==> config.mk <==
export PLATFORM = sky130hd
export DESIGN_NAME = register_file_ckpt_flat
export DESIGN_NICKNAME = d
export VERILOG_FILES = /design/src/rtl/register_file_ckpt_if.sv /design/src/rtl/register_file_ckpt.sv /design/src/flat_wrapper.sv
export SDC_FILE = /design/constraint.sdc
export NUM_CORES = 2
export LEC_CHECK = 0
export CAP_MARGIN = 20
export CELL_PAD_IN_SITES_DETAIL_PLACEMENT = 0
export CELL_PAD_IN_SITES_GLOBAL_PLACEMENT = 2
export CORE_ASPECT_RATIO = 1.2
export CORE_MARGIN = 2
export CORE_UTILIZATION = 41
export CTS_BUF_LIST = sky130_fd_sc_hd__clkbuf_16
export CTS_CLUSTER_DIAMETER = 50
export DETAILED_ROUTE_END_ITERATION = 12
export DONT_BUFFER_PORTS = 1
export GPL_TIMING_DRIVEN = 0
export PLACE_DENSITY_LB_ADDON = 0.1
export SKIP_CTS_REPAIR_TIMING = 1
export SLEW_MARGIN = 20
export SYNTH_ARGS = -nofsm -noshare
export SYNTH_HDL_FRONTEND = slang
export SYNTH_SLANG_ARGS = --single-unit
==> constraint.sdc <==
create_clock -name clockIn -period 3.6 [get_ports clockIn]
set_clock_uncertainty 0.15 [all_clocks]
set_input_delay 0.36 -clock clockIn [delete_from_list [all_inputs] [get_ports clockIn]]
set_output_delay 0.36 -clock clockIn [all_outputs]
set_load 0.02 [all_outputs]
==> src/rtl/register_file_ckpt_if.sv <==
// Bundle between the register file and its neighbours: instruction unit
// (reads, rename), ROB (commit, forwarding) and branch logic (checkpoints).
// master drives requests; slave is the register file.
interface register_file_ckpt_if #(
    parameter int XLEN       = 32,
    parameter int ROB_WIDTH  = 4,
    parameter int READ_PORTS = 2,
    parameter int CKPT_DEPTH = 4
);
    localparam int CW = $clog2(CKPT_DEPTH);

    logic                            clearIn;
    logic                            readyIn;
    logic [5*READ_PORTS-1:0]         rdAddr;
    logic [READ_PORTS-1:0]           rdDirty;
    logic [ROB_WIDTH*READ_PORTS-1:0] rdDep;
    logic [XLEN*READ_PORTS-1:0]      rdValue;
    logic [ROB_WIDTH*READ_PORTS-1:0] robQueryDep;
    logic [READ_PORTS-1:0]           robQueryReady;
    logic [XLEN*READ_PORTS-1:0]      robQueryValue;
    logic                            renameValid;
    logic [4:0]                      renameDest;
    logic [ROB_WIDTH-1:0]            renameRobId;
    logic                            commitValid;
    logic [4:0]                      commitDest;
    logic [XLEN-1:0]                 commitValue;
    logic [ROB_WIDTH-1:0]            commitRobId;
    logic                            ckptSaveValid;
    logic                            ckptSaveReady;
    logic [CW-1:0]                   ckptSaveId;
    logic                            ckptRestoreValid;
    logic [CW-1:0]                   ckptRestoreId;
    logic                            ckptReleaseValid;
    logic [CW:0]                     ckptCount;

    modport master (
        output clearIn, readyIn, rdAddr,
        output robQueryReady, robQueryValue,
        output renameValid, renameDest, renameRobId,
        output commitValid, commitDest, commitValue, commitRobId,
        output ckptSaveValid, ckptRestoreValid, ckptRestoreId,
        output ckptReleaseValid,
        input  rdDirty, rdDep, rdValue, robQueryDep,
        input  ckptSaveReady, ckptSaveId, ckptCount
    );

    modport slave (
        input  clearIn, readyIn, rdAddr,
        input  robQueryReady, robQueryValue,
        input  renameValid, renameDest, renameRobId,
        input  commitValid, commitDest, commitValue, commitRobId,
        input  ckptSaveValid, ckptRestoreValid, ckptRestoreId,
        input  ckptReleaseValid,
        output rdDirty, rdDep, rdValue, robQueryDep,
        output ckptSaveReady, ckptSaveId, ckptCount
    );
endinterface

==> src/rtl/register_file_ckpt.sv <==
// Architectural register file + rename table with a FIFO of rename-table
// checkpoints for one-cycle mispredict recovery.
// Ports: clockIn, resetIn (async, active-low), bus (slave side of the bundle).
module register_file_ckpt #(
    parameter int XLEN       = 32,
    parameter int ROB_WIDTH  = 4,
    parameter int READ_PORTS = 2,
    parameter int CKPT_DEPTH = 4
) (
    input  logic                 clockIn,
    input  logic                 resetIn,
    register_file_ckpt_if.slave  bus
);
    localparam int CW = $clog2(CKPT_DEPTH);
    localparam int RW = ROB_WIDTH;

    typedef logic [RW-1:0] tag_t;

    logic [XLEN-1:0] regs [32];
    logic [31:0]     busy;
    tag_t            tags [32];
    logic [31:0]     snapBusy [CKPT_DEPTH];
    tag_t            snapTag [CKPT_DEPTH][32];
    logic [4:0]      rdAddrQ [READ_PORTS];
    logic [CW-1:0]   head;
    logic [CW-1:0]   tail;
    logic [CW:0]     count;

    logic        saveReady;
    logic        cmt;
    logic        go;
    logic        doClr;
    logic        doRst;
    logic        doSave;
    logic        doRen;
    logic        doRel;
    logic        inWin;
    logic [31:0] busyC;
    logic [31:0] rstBusy;

    // Count never exceeds CKPT_DEPTH, so its MSB alone flags "full".
    assign saveReady = ~count[CW];

    assign cmt    = bus.commitValid & (bus.commitDest != 5'd0);
    assign go     = bus.readyIn & ~bus.clearIn;
    assign doClr  = bus.readyIn & bus.clearIn;
    assign doRst  = go & bus.ckptRestoreValid;
    assign doSave = go & ~bus.ckptRestoreValid
                  & bus.ckptSaveValid & saveReady;
    assign doRen  = go & ~bus.ckptRestoreValid
                  & bus.renameValid & (bus.renameDest != 5'd0);
    assign doRel  = go & ~bus.ckptRestoreValid
                  & bus.ckptReleaseValid & (count != '0);

    assign inWin = {1'b0, bus.ckptRestoreId - head} < count;

    // Live table and the restore source, both with this cycle's commit
    // already retired. busyC is also what a save captures (pre-rename).
    always_comb begin
        busyC   = busy;
        rstBusy = snapBusy[bus.ckptRestoreId];
        if (cmt && tags[bus.commitDest] == bus.commitRobId)
            busyC[bus.commitDest] = 1'b0;
        if (cmt && snapTag[bus.ckptRestoreId][bus.commitDest] == bus.commitRobId)
            rstBusy[bus.commitDest] = 1'b0;
    end

    always_ff @(posedge clockIn or negedge resetIn) begin
        if (!resetIn) begin
            busy <= '0;
            for (int i = 0; i < 32; i++) begin
                regs[i] <= '0;
                tags[i] <= '0;
            end
            for (int p = 0; p < READ_PORTS; p++)
                rdAddrQ[p] <= '0;
        end else begin
            if (cmt)
                regs[bus.commitDest] <= bus.commitValue;
            if (bus.readyIn)
                for (int p = 0; p < READ_PORTS; p++)
                    rdAddrQ[p] <= bus.rdAddr[p*5 +: 5];
            if (doClr) begin
                busy <= '0;
            end else if (doRst) begin
                busy <= rstBusy;
                for (int i = 0; i < 32; i++)
                    tags[i] <= snapTag[bus.ckptRestoreId][i];
            end else begin
                busy <= busyC;
                if (doRen) begin
                    busy[bus.renameDest] <= 1'b1;
                    tags[bus.renameDest] <= bus.renameRobId;
                end
            end
        end
    end

    // Commits scrub every snapshot so a later restore cannot bring back
    // a producer that has already retired.
    always_ff @(posedge clockIn or negedge resetIn) begin
        if (!resetIn) begin
            for (int k = 0; k < CKPT_DEPTH; k++) begin
                snapBusy[k] <= '0;
                for (int i = 0; i < 32; i++)
                    snapTag[k][i] <= '0;
            end
        end else begin
            for (int k = 0; k < CKPT_DEPTH; k++)
                if (cmt && snapTag[k][bus.commitDest] == bus.commitRobId)
                    snapBusy[k][bus.commitDest] <= 1'b0;
            if (doSave) begin
                snapBusy[tail] <= busyC;
                for (int i = 0; i < 32; i++)
                    snapTag[tail][i] <= tags[i];
            end
        end
    end

    always_ff @(posedge clockIn or negedge resetIn) begin
        if (!resetIn) begin
            head  <= '0;
            tail  <= '0;
            count <= '0;
        end else if (doClr) begin
            head  <= tail;
            count <= '0;
        end else if (doRst) begin
            // Restored slot and everything younger are discarded.
            tail  <= bus.ckptRestoreId;
            count <= {1'b0, bus.ckptRestoreId - head};
        end else begin
            if (doSave)
                tail <= tail + 1'b1;
            if (doRel)
                head <= head + 1'b1;
            count <= count + {{CW{1'b0}}, doSave} - {{CW{1'b0}}, doRel};
        end
    end

    always_comb begin
        bus.rdDirty = '0;
        bus.rdDep   = '0;
        bus.rdValue = '0;
        for (int p = 0; p < READ_PORTS; p++) begin
            bus.rdDirty[p] = busy[rdAddrQ[p]] & ~bus.robQueryReady[p];
            bus.rdDep[p*RW +: RW] = tags[rdAddrQ[p]];
            bus.rdValue[p*XLEN +: XLEN] = busy[rdAddrQ[p]]
                ? bus.robQueryValue[p*XLEN +: XLEN]
                : regs[rdAddrQ[p]];
        end
    end

    assign bus.robQueryDep   = bus.rdDep;
    assign bus.ckptSaveReady = saveReady;
    assign bus.ckptSaveId    = tail;
    assign bus.ckptCount     = count;

    ap_restore_window: assert property (
        @(posedge clockIn) disable iff (!resetIn) doRst |-> inWin);

    ap_restore_release: assert property (
        @(posedge clockIn) disable iff (!resetIn)
        !(doRst && bus.ckptReleaseValid));

endmodule
==> src/flat_wrapper.sv <==
// flat-port wrapper written by rule: the top's interface ports become plain ports
module register_file_ckpt_flat 
#(
    parameter int XLEN       = 32,
    parameter int ROB_WIDTH  = 4,
    parameter int READ_PORTS = 2,
    parameter int CKPT_DEPTH = 4
)
  (clockIn, resetIn, bus_clearIn, bus_readyIn, bus_rdAddr, bus_robQueryReady, bus_robQueryValue, bus_renameValid, bus_renameDest, bus_renameRobId, bus_commitValid, bus_commitDest, bus_commitValue, bus_commitRobId, bus_ckptSaveValid, bus_ckptRestoreValid, bus_ckptRestoreId, bus_ckptReleaseValid, bus_rdDirty, bus_rdDep, bus_rdValue, bus_robQueryDep, bus_ckptSaveReady, bus_ckptSaveId, bus_ckptCount);
  register_file_ckpt_if #(.XLEN(XLEN), .ROB_WIDTH(ROB_WIDTH), .READ_PORTS(READ_PORTS), .CKPT_DEPTH(CKPT_DEPTH)) bus_i ();
  input  logic clockIn;
  input  logic resetIn;
  input wire logic [$bits(bus_i.clearIn)-1:0] bus_clearIn;
  input wire logic [$bits(bus_i.readyIn)-1:0] bus_readyIn;
  input wire logic [$bits(bus_i.rdAddr)-1:0] bus_rdAddr;
  input wire logic [$bits(bus_i.robQueryReady)-1:0] bus_robQueryReady;
  input wire logic [$bits(bus_i.robQueryValue)-1:0] bus_robQueryValue;
  input wire logic [$bits(bus_i.renameValid)-1:0] bus_renameValid;
  input wire logic [$bits(bus_i.renameDest)-1:0] bus_renameDest;
  input wire logic [$bits(bus_i.renameRobId)-1:0] bus_renameRobId;
  input wire logic [$bits(bus_i.commitValid)-1:0] bus_commitValid;
  input wire logic [$bits(bus_i.commitDest)-1:0] bus_commitDest;
  input wire logic [$bits(bus_i.commitValue)-1:0] bus_commitValue;
  input wire logic [$bits(bus_i.commitRobId)-1:0] bus_commitRobId;
  input wire logic [$bits(bus_i.ckptSaveValid)-1:0] bus_ckptSaveValid;
  input wire logic [$bits(bus_i.ckptRestoreValid)-1:0] bus_ckptRestoreValid;
  input wire logic [$bits(bus_i.ckptRestoreId)-1:0] bus_ckptRestoreId;
  input wire logic [$bits(bus_i.ckptReleaseValid)-1:0] bus_ckptReleaseValid;
  output wire logic [$bits(bus_i.rdDirty)-1:0] bus_rdDirty;
  output wire logic [$bits(bus_i.rdDep)-1:0] bus_rdDep;
  output wire logic [$bits(bus_i.rdValue)-1:0] bus_rdValue;
  output wire logic [$bits(bus_i.robQueryDep)-1:0] bus_robQueryDep;
  output wire logic [$bits(bus_i.ckptSaveReady)-1:0] bus_ckptSaveReady;
  output wire logic [$bits(bus_i.ckptSaveId)-1:0] bus_ckptSaveId;
  output wire logic [$bits(bus_i.ckptCount)-1:0] bus_ckptCount;
  assign bus_i.clearIn = bus_clearIn;
  assign bus_i.readyIn = bus_readyIn;
  assign bus_i.rdAddr = bus_rdAddr;
  assign bus_i.robQueryReady = bus_robQueryReady;
  assign bus_i.robQueryValue = bus_robQueryValue;
  assign bus_i.renameValid = bus_renameValid;
  assign bus_i.renameDest = bus_renameDest;
  assign bus_i.renameRobId = bus_renameRobId;
  assign bus_i.commitValid = bus_commitValid;
  assign bus_i.commitDest = bus_commitDest;
  assign bus_i.commitValue = bus_commitValue;
  assign bus_i.commitRobId = bus_commitRobId;
  assign bus_i.ckptSaveValid = bus_ckptSaveValid;
  assign bus_i.ckptRestoreValid = bus_ckptRestoreValid;
  assign bus_i.ckptRestoreId = bus_ckptRestoreId;
  assign bus_i.ckptReleaseValid = bus_ckptReleaseValid;
  assign bus_rdDirty = bus_i.rdDirty;
  assign bus_rdDep = bus_i.rdDep;
  assign bus_rdValue = bus_i.rdValue;
  assign bus_robQueryDep = bus_i.robQueryDep;
  assign bus_ckptSaveReady = bus_i.ckptSaveReady;
  assign bus_ckptSaveId = bus_i.ckptSaveId;
  assign bus_ckptCount = bus_i.ckptCount;
  register_file_ckpt #(.XLEN(XLEN), .ROB_WIDTH(ROB_WIDTH), .READ_PORTS(READ_PORTS), .CKPT_DEPTH(CKPT_DEPTH)) u_core (.clockIn(clockIn), .resetIn(resetIn), .bus(bus_i));
endmodule
Word-level counts from Yosys, hierarchy flattened

Cells that the tools add are included.

Input port bits: 137
Output and inout bits: 88
Register bits: 1841
Word-level logic and storage cells: 452

Mux-type cells: 170
$lt $le $gt $ge: 15
Add/sub/neg operators: 5
Equality and inequality tests: 7
Bitwise logic cells: 33
Reduce and logical (&&, ||, !) cells: 20

Operator list:

| operator         | count |
|---|---|
| $bwmux 512       | 32 |
| $demux 128 s2    | 32 |
| $bwmux 1024      | 1 |
| $mux 128         | 6 |
| $mux 32          | 20 |
| $bmux 32 s5      | 2 |
| $bmux 128 s2     | 1 |
| $bwmux 128       | 2 |
| $and 32x32->32   | 6 |
| $bmux 4 s5       | 8 |
| $demux 32 s5     | 1 |
| $mux 124         | 1 |
| $mux 120         | 1 |
| $mux 116         | 1 |
| $mux 112         | 1 |
| $mux 108         | 1 |
| $mux 104         | 1 |
| $mux 100         | 1 |
| $mux 96          | 1 |
| $mux 92          | 1 |
| $mux 88          | 1 |
| $mux 84          | 1 |
| $mux 80          | 1 |
| $mux 76          | 1 |
| other kinds (48) | 126 |

Depth between registers and ports, before layout

Word-level depth: 37
Depth in mapped cells: 15
Depth with buffers taken out: 10

Least setup slack after synthesis

No wires, ideal clock.

Kind: reg-to-output
From: register u_core.rdAddrQ[0] in the netlist's numbering
To: output port bus_robQueryDep[4]
Arrival time: 3436 ps
Stages on the path, launching flop included: 9
Buffers on the path: 5
Required time: 3090 ps
Setup slack: -346 ps
Cell sequence: dfrtp_1 -> clkbuf_1 -> clkbuf_1 -> buf_1 -> buf_2 -> mux4_2 -> mux4_2 -> mux2_2 -> buf_4

Word-level cells in the longest chain between the ends: 4

Ends and longest elaborated chain:

| item                                      | RTL line                  | source |
|---|---|---|
| start: declaration                        | register_file_ckpt.sv:24  | `logic [4:0] rdAddrQ [READ_PORTS];` |
| start signal: indexed assignment          | register_file_ckpt.sv:82  | `rdAddrQ[p] <= bus.rdAddr[p*5 +: 5];` |
| $not 5->6 (not written as such)           | register_file_ckpt.sv:147 | `bus.rdDep[p*RW +: RW] = tags[rdAddrQ[p]];` |
| $bmux 4 s5                                | register_file_ckpt.sv:147 |  |
| $mux 4 (not written as such) (2 in a row) | register_file_ckpt.sv:147 |  |
| end: declaration                          | flat_wrapper.sv:32        | `output wire logic [$bits(bus_i.robQueryDep)-1:0] bus_robQueryDep;` |

Every way passes these cells. The select of a mux whose other input is x is not followed.

Final worst setup path

From: register u_core.rdAddrQ[0] in the netlist's numbering
To: output port bus_robQueryDep[6]

Same word-level chain as after synthesis.

==> Implementation_results.wiki <==
{| class="wikitable"
! Metric !! Value
|-
| Hold WC Path Type || in -> async
|-
| Final worst path period share || 124%
|-
| Count of TritonRoute iterations in the first routing pass || 7
|-
| CP Cell Sequence || buf_12 > buf_16 > buf_12 > buf_16 > buf_16 > buf_12 > mux4_2 > mux4_2 > mux2_4 > buf_6
|-
| Power share of the sequential group || 38.5%
|-
| Cell type of the slowest stage on the worst timing path || mux4_2
|-
| Total Routed Length || 556000 um
|-
| Area contributors post-synth || dfrtp_1 46%, mux4_2 23%, nand2_1 9.1%
|-
| Worst hold slack || -0.0286 ns
|-
| Number of clock sinks || 1841
|-
| Gpl congestion || 1.06
|-
| Share of the yosys chip area belonging to registers || 46.0%
|-
| Internal power component || 46100 uW
|-
| Overall power consumption || 69400 uW
|-
| Worst setup path category || reg -> out
|-
| Outcome || finished, violations left
|-
| Antenna-violating nets left || 0
|-
| Register bit count reported by yosys || 1841
|-
| Clock buffer depth || 4
|-
| Total CTS buffers || 236
|-
| GRT Util Overall || 43.3%
|-
| Total Die Area || 248000 sq um
|-
| Count of synthesis-stage warnings from yosys || 0
|-
| Number of top-level pins || 225
|-
| Number of different library cells in the post-synthesis netlist || 66
|-
| Power share of the combinational group || 26.8%
|-
| Clk Tree Root Cell || clkbuf_16
|-
| Number of levels the H-tree was split into || 4
|-
| Setup repair after global routing missed its margin || true
|-
| Routed len/inst || 45.0 um
|-
| Peak supply drop || 0.000433 V
|-
| Die Wd || 455 um
|-
| Placeable Area || 243000 sq um
|-
| Iteration-0 DRC Markers || 10137
|-
| Remaining max-slew budget at the tightest pin || 14.2%
|-
| Netlist area before placement || 100000 sq um
|-
| Crit path DAT || 3.97 ns
|-
| P per Cell Area || 570 nW/um^2
|-
| Endpoints failing setup || 477
|-
| Average vias per placed instance || 6.64
|-
| Number of buffers inserted by port buffering || 0
|-
| Pin count of the biggest net entering global routing || 222
|-
| Sw Pwr || 23300 uW
|-
| Register clock-pin slew on the reported worst setup and hold paths || 0.06 ns
|-
| Effective utilization at floorplan || 41.2%
|-
| Most common library cell in the layout ignoring fill and taps || nand2_1
|-
| Number of DRC violations after detailed routing || 0
|-
| Fraction of post-synthesis cell area in the top cell type by area || 46.0%
|-
| Required @ worst endpoint || 3.09 ns
|-
| HPWL reported at the end of detailed placement || 403000 um
|-
| Total number of vias || 82090
|-
| Cells after Synth || 8328
|-
| Peak per-stage delay on the critical path || 0.60 ns
|-
| Number of enable-type register cells in the synthesized netlist || 0
|-
| Antenna violations before repair || 41
|-
| CTS tree || built
|-
| Syn_area_per_cell || 12.0 sq um
|-
| Net count of the mapped netlist || 8473
|-
| Cell type with the largest total area after synthesis || dfrtp_1
|-
| Final Critical Period || 4.48 ns
|-
| Leakage || 0.0546 uW
|-
| Floorplan row count || 198
|-
| Most frequent cells in the layout || 2429 x nand2_1, 1832 x dfrtp_1, 1011 x mux4_2
|-
| Buf/Inv on CP || 7
|-
| Share of power burned in the clock network || 34.7%
|-
| Share of flip-flops with an asynchronous set or reset after synthesis || 100%
|-
| Startpoint type of the worst setup path || register
|-
| Transition time at the pin with the least slew margin || 1.29 ns
|-
| Post-route setup slack || -0.875 ns
|-
| Core Util, Final || 50.2%
|-
| First-pass GRT wire length || 718000 um
|-
| CP endpoint kind || primary output
|-
| Overall overflow remaining after global route || 0
|-
| Vias in the first global route || 78777
|-
| Nets || 9072
|-
| Clock insertion delay at the later pin of the skew report || 0.97 ns
|-
| Fmax || 223 MHz
|-
| Number of violations of the max-capacitance limit || 0
|-
| Vertical die dimension || 545 um
|-
| Dominant synthesized flop cell || dfrtp_1
|-
| Violations in the final reports || hold timing, setup timing
|-
| Crit Path Max Fanout || 7
|-
| Hold Vio Cnt, Final || 29
|-
| Top Family by Delay on Critical Path || multiplexers
|-
| Share of layout cells above drive strength 1 || 35.7%
|-
| Net switching fraction of the power || 33.5%
|-
| Area growth from synthesis to final layout || 21.7%
|-
| Final-report max-slew violation count || 0
|}
==> final timing paths <==
kind	start	end	slack, ns	depth (start not counted)
worst min register to register	u_core.regs[1004]	u_core.regs[1004]	0.33	1
max in group asynchronous	resetIn	u_core.tags[103]	0.50	13
worst max-delay path	u_core.rdAddrQ[0]	bus_robQueryDep[6]	-0.88	10
worst min-delay path	resetIn	u_core.regs[994]	-0.03	9
min in group clockIn	bus_renameRobId[1]	u_core.tags[41]	0	3
worst max register to register	u_core.snapTag[36]	u_core.busy[7]	-0.26	11
==> layer usage <==
metal | share of wire, % | GRT usage [%] | routed length (um)
met4 | 11 | 40.0 | 63400
met2 | 47 | 67.6 | 259000
met3 | 8.7 | 10.9 | 48300
met5 | 0.0043 | 0 | 24
met1 | 33 | 48.3 | 185000
==> per-stage QoR <==
stage / setup WS [ns] / TNS [ns] / instance area, sq um / cells
3_5_place_dp: -3.23 / -2538.98 / 106000 / 11612
5_1_grt: -0.837 / -65.37 / 122000 / 12329
2_1_floorplan: 0.114 / 0 / 100000 / 8328
3_3_place_gp: -4.06 / -4019.14 / 104000 / 11528
6_report: -0.875 / -86.66 / 122000 / 12361
4_1_cts: -3.27 / -1248.38 / 114000 / 12039
==> synth_stat cells (36+ instances only) <==
library cell	count
mux4_2	1011
clkbuf_1	604
a22oi_1	69
o22ai_1	36
buf_1	106
dfrtp_1	1841
buf_2	79
o211ai_1	156
nand2_1	2429
a21oi_1	137
o21ai_0	272
mux2i_1	302
mux2_2	801
nor2_1	159
==> power by group through the flow <==
stage	Sequential [uW]	Combinational [uW]	Clock (uW)
after CTS	26500	15300	24100
after global placement	26600	14400	0
after floorplan	25800	9690	0
final	26700	18600	24100
after detailed placement	26900	15300	0
after global routing	27000	19100	25000
==> final cells by class <==
class	instances	area [sq um]
sequential	1841	46100
multi-input combinational	5661	53200
buffer	810	5510
timing repair buffer	368	5250
inverter	9	37.5
clock inverter	187	1650
antenna	45	113
fill	21422	121000
clock buffer	240	6010
tap	3200	4000
==> logic make-up after synthesis <==
| group | after synthesis | synth area share (%) |
|---|---|---|
| compound gates | 764 | 4.72 |
| xor+xnor | 30 | 0.262 |
| fa+ha+maj | 8 | 0.107 |
| buf+inv | 826 | 3.33 |
| flops | 1841 | 46.0 |
| mux | 2114 | 34.8 |
| simple gates | 2745 | 10.8 |
==> state kept, by name (all words and copies together), names as in the netlist, 3 cells and up <==
signal	flops
u_core.tags	128
u_core.bus.ckptCount	3
u_core.regs	1024
u_core.snapTag	512
u_core.busy	32
u_core.rdAddrQ	10
u_core.snapBusy	128
==> worst min-delay path, delay by kind of cell <==
family	cells	cell delay, ns
buffers and inverters	9	1.12
Power figures use the tool's default switching activity.
